`src/rtl/inst_fetch_if.sv`:
```
// Fetch-stage bus bundle: instruction-memory port plus decode handshake and redirect.
// No latency of its own; backpressure is carried by Inst_ready_i toward the fetch side.
interface inst_fetch_if #(
    parameter int unsigned DW = 32,
    parameter int unsigned AW = 5
);
    logic [AW-1:0] Imem_addr_o;
    logic          Imem_rd_en_o;
    logic [DW-1:0] Imem_data_i;
    logic          Redirect_i;
    logic [31:0]   Redirect_pc_i;
    logic          Inst_valid_o;
    logic          Inst_ready_i;
    logic [DW-1:0] Inst_o;
    logic [31:0]   Pc_o;
    logic          Fetch_err_o;
`ifdef IF_PERF_CNT_EN
    logic [31:0]   Fetch_cnt_o;

    modport master (
        output Imem_addr_o, Imem_rd_en_o, Inst_valid_o, Inst_o, Pc_o, Fetch_err_o, Fetch_cnt_o,
        input  Imem_data_i, Redirect_i, Redirect_pc_i, Inst_ready_i
    );
    modport slave (
        input  Imem_addr_o, Imem_rd_en_o, Inst_valid_o, Inst_o, Pc_o, Fetch_err_o, Fetch_cnt_o,
        output Imem_data_i, Redirect_i, Redirect_pc_i, Inst_ready_i
    );
`else
    modport master (
        output Imem_addr_o, Imem_rd_en_o, Inst_valid_o, Inst_o, Pc_o, Fetch_err_o,
        input  Imem_data_i, Redirect_i, Redirect_pc_i, Inst_ready_i
    );
    modport slave (
        input  Imem_addr_o, Imem_rd_en_o, Inst_valid_o, Inst_o, Pc_o, Fetch_err_o,
        output Imem_data_i, Redirect_i, Redirect_pc_i, Inst_ready_i
    );
`endif
endinterface

```
`src/rtl/inst_fetch.sv`:
```
// Instruction fetch: PC, imem read issue, 2-entry in-order buffer toward decode, redirects.
// Latency: word visible to decode one cycle after its read; redirect target one cycle later.
// Backpressure: reads stop when the buffer is full and not draining. IF_PERF_CNT_EN adds Fetch_cnt_o.
module inst_fetch #(
    parameter int unsigned DW       = 32,
    parameter int unsigned AW       = 5,
    parameter logic [31:0] RESET_PC = 32'h0
) (
    input  logic         clk_i,
    input  logic         rst_i,
    inst_fetch_if.master bus
);
    typedef enum logic [1:0] {BOOT, RUN, ERR} state_e;

    state_e        state_q, state_d;
    logic [31:0]   pc_q, pc_d;
    logic [1:0]    occ_q, occ_d;
    logic [DW-1:0] dat_q [2];
    logic [DW-1:0] dat_d [2];
    logic [31:0]   epc_q [2];
    logic [31:0]   epc_d [2];
`ifdef IF_PERF_CNT_EN
    logic [31:0]   cnt_q, cnt_d;
`endif

    logic       run, inst_vld, pop, push, misalign;
    logic [1:0] occ_pop;

    always_comb begin
        run      = (state_q == RUN);
        inst_vld = (occ_q != 2'd0);
        pop      = run && inst_vld && bus.Inst_ready_i;
        // A read is only issued if its word has a guaranteed slot at capture time.
        push     = run && !bus.Redirect_i && ((occ_q < 2'd2) || pop);
        misalign = (bus.Redirect_pc_i[1:0] != 2'b00);
        occ_pop  = occ_q - {1'b0, pop};

        state_d = state_q;
        pc_d    = pc_q;
        occ_d   = occ_q;
        dat_d   = dat_q;
        epc_d   = epc_q;

        case (state_q)
            BOOT: begin
                state_d = RUN;
                if (bus.Redirect_i) pc_d = bus.Redirect_pc_i;
            end
            RUN: begin
                if (bus.Redirect_i) begin
                    occ_d = 2'd0;
                    if (misalign) state_d = ERR;
                    else          pc_d    = bus.Redirect_pc_i;
                end else begin
                    if (pop) begin
                        dat_d[0] = dat_q[1];
                        epc_d[0] = epc_q[1];
                    end
                    if (push) begin
                        dat_d[occ_pop[0]] = bus.Imem_data_i;
                        epc_d[occ_pop[0]] = pc_q;
                        pc_d              = pc_q + 32'd4;
                    end
                    occ_d = occ_pop + {1'b0, push};
                end
            end
            default: occ_d = 2'd0;
        endcase
    end

`ifdef IF_PERF_CNT_EN
    always_comb begin
        cnt_d = cnt_q;
        if (pop && !bus.Redirect_i) cnt_d = cnt_q + 32'd1;
    end
`endif

    always_ff @(posedge clk_i) begin
        if (!rst_i) begin
            state_q <= BOOT;
            pc_q    <= RESET_PC;
            occ_q   <= 2'd0;
            dat_q   <= '{default: '0};
            epc_q   <= '{default: '0};
`ifdef IF_PERF_CNT_EN
            cnt_q   <= 32'd0;
`endif
        end else begin
            state_q <= state_d;
            pc_q    <= pc_d;
            occ_q   <= occ_d;
            dat_q   <= dat_d;
            epc_q   <= epc_d;
`ifdef IF_PERF_CNT_EN
            cnt_q   <= cnt_d;
`endif
        end
    end

    assign bus.Imem_addr_o  = pc_q[AW+1:2];
    assign bus.Imem_rd_en_o = push;
    assign bus.Inst_valid_o = inst_vld;
    assign bus.Inst_o       = inst_vld ? dat_q[0] : '0;
    assign bus.Pc_o         = inst_vld ? epc_q[0] : 32'h0;
    assign bus.Fetch_err_o  = (state_q == ERR);
`ifdef IF_PERF_CNT_EN
    assign bus.Fetch_cnt_o  = cnt_q;
`endif
endmodule
```
`src/flat_wrapper.sv`:
```
// flat-port wrapper written by rule: the top's interface ports become plain ports
module inst_fetch_flat 
#(
    parameter int unsigned DW       = 32,
    parameter int unsigned AW       = 5,
    parameter logic [31:0] RESET_PC = 32'h0
)
  (clk_i, rst_i, bus_Imem_addr_o, bus_Imem_rd_en_o, bus_Inst_valid_o, bus_Inst_o, bus_Pc_o, bus_Fetch_err_o, bus_Imem_data_i, bus_Redirect_i, bus_Redirect_pc_i, bus_Inst_ready_i);
  inst_fetch_if #(.DW(DW), .AW(AW)) bus_i ();
  input  logic clk_i;
  input  logic rst_i;
  output wire logic [$bits(bus_i.Imem_addr_o)-1:0] bus_Imem_addr_o;
  output wire logic [$bits(bus_i.Imem_rd_en_o)-1:0] bus_Imem_rd_en_o;
  output wire logic [$bits(bus_i.Inst_valid_o)-1:0] bus_Inst_valid_o;
  output wire logic [$bits(bus_i.Inst_o)-1:0] bus_Inst_o;
  output wire logic [$bits(bus_i.Pc_o)-1:0] bus_Pc_o;
  output wire logic [$bits(bus_i.Fetch_err_o)-1:0] bus_Fetch_err_o;
  input wire logic [$bits(bus_i.Imem_data_i)-1:0] bus_Imem_data_i;
  input wire logic [$bits(bus_i.Redirect_i)-1:0] bus_Redirect_i;
  input wire logic [$bits(bus_i.Redirect_pc_i)-1:0] bus_Redirect_pc_i;
  input wire logic [$bits(bus_i.Inst_ready_i)-1:0] bus_Inst_ready_i;
  assign bus_Imem_addr_o = bus_i.Imem_addr_o;
  assign bus_Imem_rd_en_o = bus_i.Imem_rd_en_o;
  assign bus_Inst_valid_o = bus_i.Inst_valid_o;
  assign bus_Inst_o = bus_i.Inst_o;
  assign bus_Pc_o = bus_i.Pc_o;
  assign bus_Fetch_err_o = bus_i.Fetch_err_o;
  assign bus_i.Imem_data_i = bus_Imem_data_i;
  assign bus_i.Redirect_i = bus_Redirect_i;
  assign bus_i.Redirect_pc_i = bus_Redirect_pc_i;
  assign bus_i.Inst_ready_i = bus_Inst_ready_i;
  inst_fetch #(.DW(DW), .AW(AW), .RESET_PC(RESET_PC)) u_core (.clk_i(clk_i), .rst_i(rst_i), .bus(bus_i));
endmodule
```
`config.mk`:
```
export PLATFORM = sky130hd
export DESIGN_NAME = inst_fetch_flat
export DESIGN_NICKNAME = d
export VERILOG_FILES = /design/src/rtl/inst_fetch_if.sv /design/src/rtl/inst_fetch.sv /design/src/flat_wrapper.sv
export SDC_FILE = /design/constraint.sdc
export NUM_CORES = 1
export LEC_CHECK = 0
export CAP_MARGIN = 20
export CELL_PAD_IN_SITES_DETAIL_PLACEMENT = 1
export CELL_PAD_IN_SITES_GLOBAL_PLACEMENT = 2
export CORE_ASPECT_RATIO = 0.7
export CORE_UTILIZATION = 34
export CTS_BUF_LIST = sky130_fd_sc_hd__clkbuf_16
export CTS_CLUSTER_DIAMETER = 80
export DETAILED_ROUTE_END_ITERATION = 10
export DONT_BUFFER_PORTS = 1
export PLACE_DENSITY_LB_ADDON = 0.08
export SLEW_MARGIN = 30
export SYNTH_ARGS = -nofsm -noshare
export SYNTH_HDL_FRONTEND = slang
export SYNTH_SLANG_ARGS = --single-unit
```
`constraint.sdc`:
```
create_clock -name clk_i -period 2.7 [get_ports clk_i]
set_clock_uncertainty 0.15 [all_clocks]
set_input_delay 0.675 -clock clk_i [delete_from_list [all_inputs] [get_ports clk_i]]
set_output_delay 0.675 -clock clk_i [all_outputs]
set_load 0.1 [all_outputs]
```
-- Word-level counts from Yosys, hierarchy flattened
Index checks and enable logic that the tools add are counted.
- input bits: 68
- register bits: 164
- word-level logic and storage cells: 61
- output and inout bits: 72
- equal/unequal tests: 7
- reductions and logical operators: 15
- order comparisons: 3
- $add $sub $neg: 3
- muxes and demuxes: 24
- bitwise operators: 2
- operators by type and width (kind ; count):
    2-to-1 mux 32 bit ; 13
    bitwise mux 64 bit ; 2
    2-to-1 mux 64 bit ; 2
    case mux 32 bit (2 select lines) ; 1
    adder 32 x 3 -> 32 bit (second input constant) ; 1
    demux 32 bit (select 1 bit) ; 1
    case mux 2 bit (2 select lines) ; 2
    2-to-1 mux 2 bit ; 3
    != test 2 bit (second input constant) ; 3
    != test 3 bit (second input constant) ; 2
    AND reduction 3 bit ; 2
    nonzero test 2 bit ; 3
    logical AND 1 bit ; 5
    AND reduction 4 bit ; 1
    adder 2 x 1 -> 2 bit ; 1
    equality test 2 x 1 -> 1 bit (second input constant) ; 1
    equality test 2 bit (second input constant) ; 1
    >= comparator 2 bit (second input constant) ; 1
    zero test 2 bit ; 1
    less-than comparator 2 x 1 -> 1 bit (second input constant) ; 1
    less-than comparator 2 bit (second input constant) ; 1
    inverter 1 -> 2 bit ; 1
    AND reduction 2 bit ; 1
    subtractor 2 x 1 -> 2 bit ; 1
    other kinds (3) ; 3

-- Longest topological paths before layout
- depth in word-level cells: 11
- mapped depth: 10
- gate-level depth less buffers: 9

-- Least setup slack after synthesis
No wires, ideal clock.
- path kind: input -> register
- from: in bus_Redirect_i
- to: reg (tool-made name)
- data arrival time: 3.187 ns
- required time: 2.422 ns
- cell stages on the path: 9
- buffers on the path: 3
- setup slack: -0.765 ns
- library setup time: 0.128 ns
- path through: nor3b_1 -> buf_2 -> nand2_1 -> inv_1 -> ha_1 -> clkbuf_1 -> buf_1 -> mux2i_1 -> nor2_1
- RTL lines (item ; line ; text):
    from (decl) ; flat_wrapper.sv:19 ; input wire logic [$bits(bus_i.Redirect_i)-1:0] bus_Redirect_i;

-- Worst setup path after layout
- from: reg u_core.occ_q[1]
- to: reg u_core.dat_q[37] (netlist name)
- word-level cells in the longest chain between the ends: 11
- elaborated cells between the ends (all ways): 18
- those cells by class: add/sub: 1; order compare: 3; mux: 7; bitwise: 1; reduce/logical: 6
- RTL lines (item ; line ; text):
    from (decl) ; inst_fetch.sv:17 ; logic [1:0] occ_q, occ_d;
    from (signal assigned) ; inst_fetch.sv:82 ; occ_q <= 2'd0;
    from (signal assigned) ; inst_fetch.sv:91 ; occ_q <= occ_d;
    nonzero test 2 bit ; inst_fetch.sv:31 ; inst_vld = (occ_q != 2'd0);
    logical AND 1 bit (2 in series) ; inst_fetch.sv:32 ; pop = run && inst_vld && bus.Inst_ready_i;
    subtractor 2 x 1 -> 2 bit ; inst_fetch.sv:36 ; occ_pop = occ_q - {1'b0, pop};
    inverter 1 -> 2 bit (implied by the code) ; inst_fetch.sv:60 ; dat_d[occ_pop[0]] = bus.Imem_data_i;
    >= comparator 2 bit (implied by the code) / less-than comparator 2 x 1 -> 1 bit (equally long branches) ; inst_fetch.sv:60 ;
    logical AND 1 bit (implied by the code) ; inst_fetch.sv:60 ;
    2-to-1 mux 32 bit (implied by the code) ; inst_fetch.sv:60 ;
    demux 32 bit (select 1 bit) ; inst_fetch.sv:60 ;
    bitwise mux 64 bit ; inst_fetch.sv:60 ;
    2-to-1 mux 64 bit * ; inst_fetch.sv:59 ; if (push) begin
    to (signal assigned) ; inst_fetch.sv:92 ; dat_q <= dat_d;
    to (decl) ; inst_fetch.sv:18 ; logic [DW-1:0] dat_q [2];
Every way passes the cells marked *; elsewhere a longest branch is shown, timed or not. The select of a mux whose other input is x is not followed.
A chain may end at the register's enable or synchronous reset.

==> results.cfg <==
[run_status]
status = complete, no violations

[floorplan]
core_area_mm2 = 0.0210
die_w_um = 178
die_h_um = 125
placementRows = 44
ios = 140
dieArea_mm2 = 0.0223
start_util_pct = 35.1

[timing]
setup_viol = 0
finalCritPeriodShare_pct = 95.6
tightest_slew_ns = 0.838
fmaxAchievable_mhz = 388
min_period_ns = 2.58
tns_ns = 0
whs_ns = 0.245
relSlewSlack_pct = 44.1
maxSlewViolCount = 0
hold_violations = 0

[final_layout]
final_common_cell = dfxtp_1
fin_area_mm2 = 0.00968
area_delta_synth_final_pct = 31.5
fillers = 2308
mostFrequentLayoutCells = dfxtp_1, nor2_1, buf_12
nets = 933
multi_input_area_mm2 = 0.00373
drive_gt1_share_pct = 19.0
regArea_mm2 = 0.00329
final_util_pct = 46.2
layout.cells.non_filler = 1152

[synth]
synth_area_leader_cell = dfxtp_1
seq_area_frac_synth_pct = 44.6
synth_edf_count = 0
synth-simple-area-share_pct = 22.5
syn_avg_cell_area_um2 = 9.02
yosysWarnings = 0
synth_area_leaders = dfxtp_1, a222oi_1, mux2i_1, nor2_1, and2_1
synth_top_area_share_pct = 44.6
ys_types = 60
synthesis.instances = 816
ys_seq_elements = 164
synth_flop_cell = dfxtp_1
synth_compound_area_share_pct = 17.7
synth_top_family_by_area = simple AND/OR/NAND/NOR gates
synthesis.nets = 887
synthMuxAreaShare_pct = 9.01
synth_area_mm2 = 0.00736
synthArstFlopShare_pct = 0
synthAdderAreaFrac_pct = 0.510
synth-xor-area-share_pct = 0.119

[power]
leakage_uw = 0.00346
seq_power_share_pct = 46.8
peakVddDrop_mv = 0.415
power_density_mw_per_mm2 = 578
pwr-share-comb_pct = 10.7
p_int_uw = 4020
pwr-share-clk_pct = 42.5
p_sw_uw = 1580
swShare_pct = 28.3

[clock_tree]
path_clk_slew_ns = 0.07
htree_num_levels = 4
cts_made_buffers = 17
root_buffer = clkbuf_16
cts_hold_buf = 0
clkLatencyLatePin_ns = 0.43
cts_tree = built
clkSinkCount = 164
clock_path_buffers = 2

[worst_setup_path]
critPathBufInv = 2
required_ns = 2.83
critPathKind = register to register
max_stage_delay_ns = 0.36
critical-path-top-delay-family = simple AND/OR/NAND/NOR gates
slowest_stage = a222oi_1
path_max_fanout = 6
critPathCaptureType = register
path_cells = or2_4, and4b_2, ha_4, inv_2, nor3_4, nor3b_4, clkbuf_16, a222oi_1, nor2_1
start_kind = register
critical_path_arrival_ns = 2.71

[place]
dp.cells = 1110
hpwl_mm = 15.8
gp_congestion = 0.777
post_dp_cell_area_mm2 = 0.00898
portBuffers = 0

[global_route]
grt_pass1_vias = 7144
grt.overflow.total = 0
grt_pass1_wl_mm = 38.9
antenna_found_initial = 2
gr-usage-all-layers_pct = 22.3
grt_start_max_net_pins = 82

[run]
maxCapViolCount = 0

[route]
vias = 6701
viasPerCell = 5.82
drc = 0
drtPass1Iterations = 8
post_drt_wl_per_cell_um = 21.6
wl_mm = 24.9
postRouteAntennaNets = 0
initialDrtViolationCount = 543

[hold_path]
hold_class = input port to register
==> cells in the mapped netlist (3+ instances only) <==
cell type  count
o211ai_1       3
a222oi_1      64
or4_1          3
nor3b_1        4
a31oi_1       12
nand2_1       41
nand2b_1       4
and3_1        11
o21ai_0       16
a211oi_1       4
a311oi_1       3
nor2b_1        3
a21oi_1       29
buf_4          6
buf_2         21
dfxtp_1      164
mux2i_1       64
nand3_1       16
o221ai_1       3
clkbuf_1      40
o221a_2        4
ha_1           3
buf_1          3
o22ai_1        4
nor3_1         3
buf_6          6
nand4_1       10
inv_1          4
and2_1        68
nor2_1       154
a21o_1         4
clkbuf_2       3
or3_1          4
==> power groups by stage <==
stage / registers [uW] / clock network (uW) / logic (uW)
after floorplan: 2620 / 0 / 458
after global placement: 2660 / 0 / 566
after detailed placement: 2670 / 0 / 590
after CTS: 2620 / 2450 / 594
after global routing: 2630 / 2550 / 651
final: 2620 / 2380 / 598
==> final cells by class <==
type                    instances  area share (%)
flip-flops and latches        164            34.0
clock buffers                  17            4.39
multi-input cells             568            38.5
clock inverters                15            1.49
inverters                       5           0.258
well taps                     276            3.57
diodes                          1          0.0258
repair buffers                106            17.8
==> cells by family (layout without fill, tap and decap cells) <==
| family | after synthesis | after routing |
|---|---|---|
| simple gates | 335 | 335 |
| compound gates | 163 | 163 |
| flops | 164 | 164 |
| buf+inv | 84 | 143 |
| other cells | 0 | 1 |
| mux | 66 | 66 |
| fa+ha+maj | 3 | 3 |
| xor+xnor | 1 | 1 |
==> stage by stage <==
| stage | setup slack [ns] | power [uW] |
|---|---|---|
| detailed placement | -0.0264 | 3260 |
| global route | -0.0109 | 5840 |
| global placement | 0.103 | 3230 |
| floorplan | -0.0297 | 3080 |
| CTS | 0.00973 | 5660 |
| finish | 0.119 | 5600 |
==> layer usage <==
metal | track usage (%) | vias to the layer above | share of wire, %
li1 | - | 3072 | -
met1 | 28.5 | 3372 | 44
met2 | 36.2 | 216 | 47
met3 | 5.60 | 39 | 7.0
met4 | 8.35 | 2 | 2.5
met5 | 0 | - | 0.052
==> final timing paths <==
path / cells past startpoint / from / slack [ns] / end
worst min-delay path: 1 / rst_i / 0.24 / u_core.pc_q[14]
worst min register to register: 2 / u_core.pc_q[1] / 0.34 / u_core.pc_q[1]
worst max register to register: 9 / u_core.occ_q[1] / 0.12 / u_core.dat_q[37]
worst max-delay path: 9 / u_core.occ_q[1] / 0.12 / u_core.dat_q[37]
==> timing repair <==
item	in CTS	in global routing
gates resized for setup	4	11
pin swaps	2	6
gates cloned	0	3
endpoints found under the setup margin	67	111
setup buffers	0	6
Note: power is estimated with default switching activity, not from simulation.
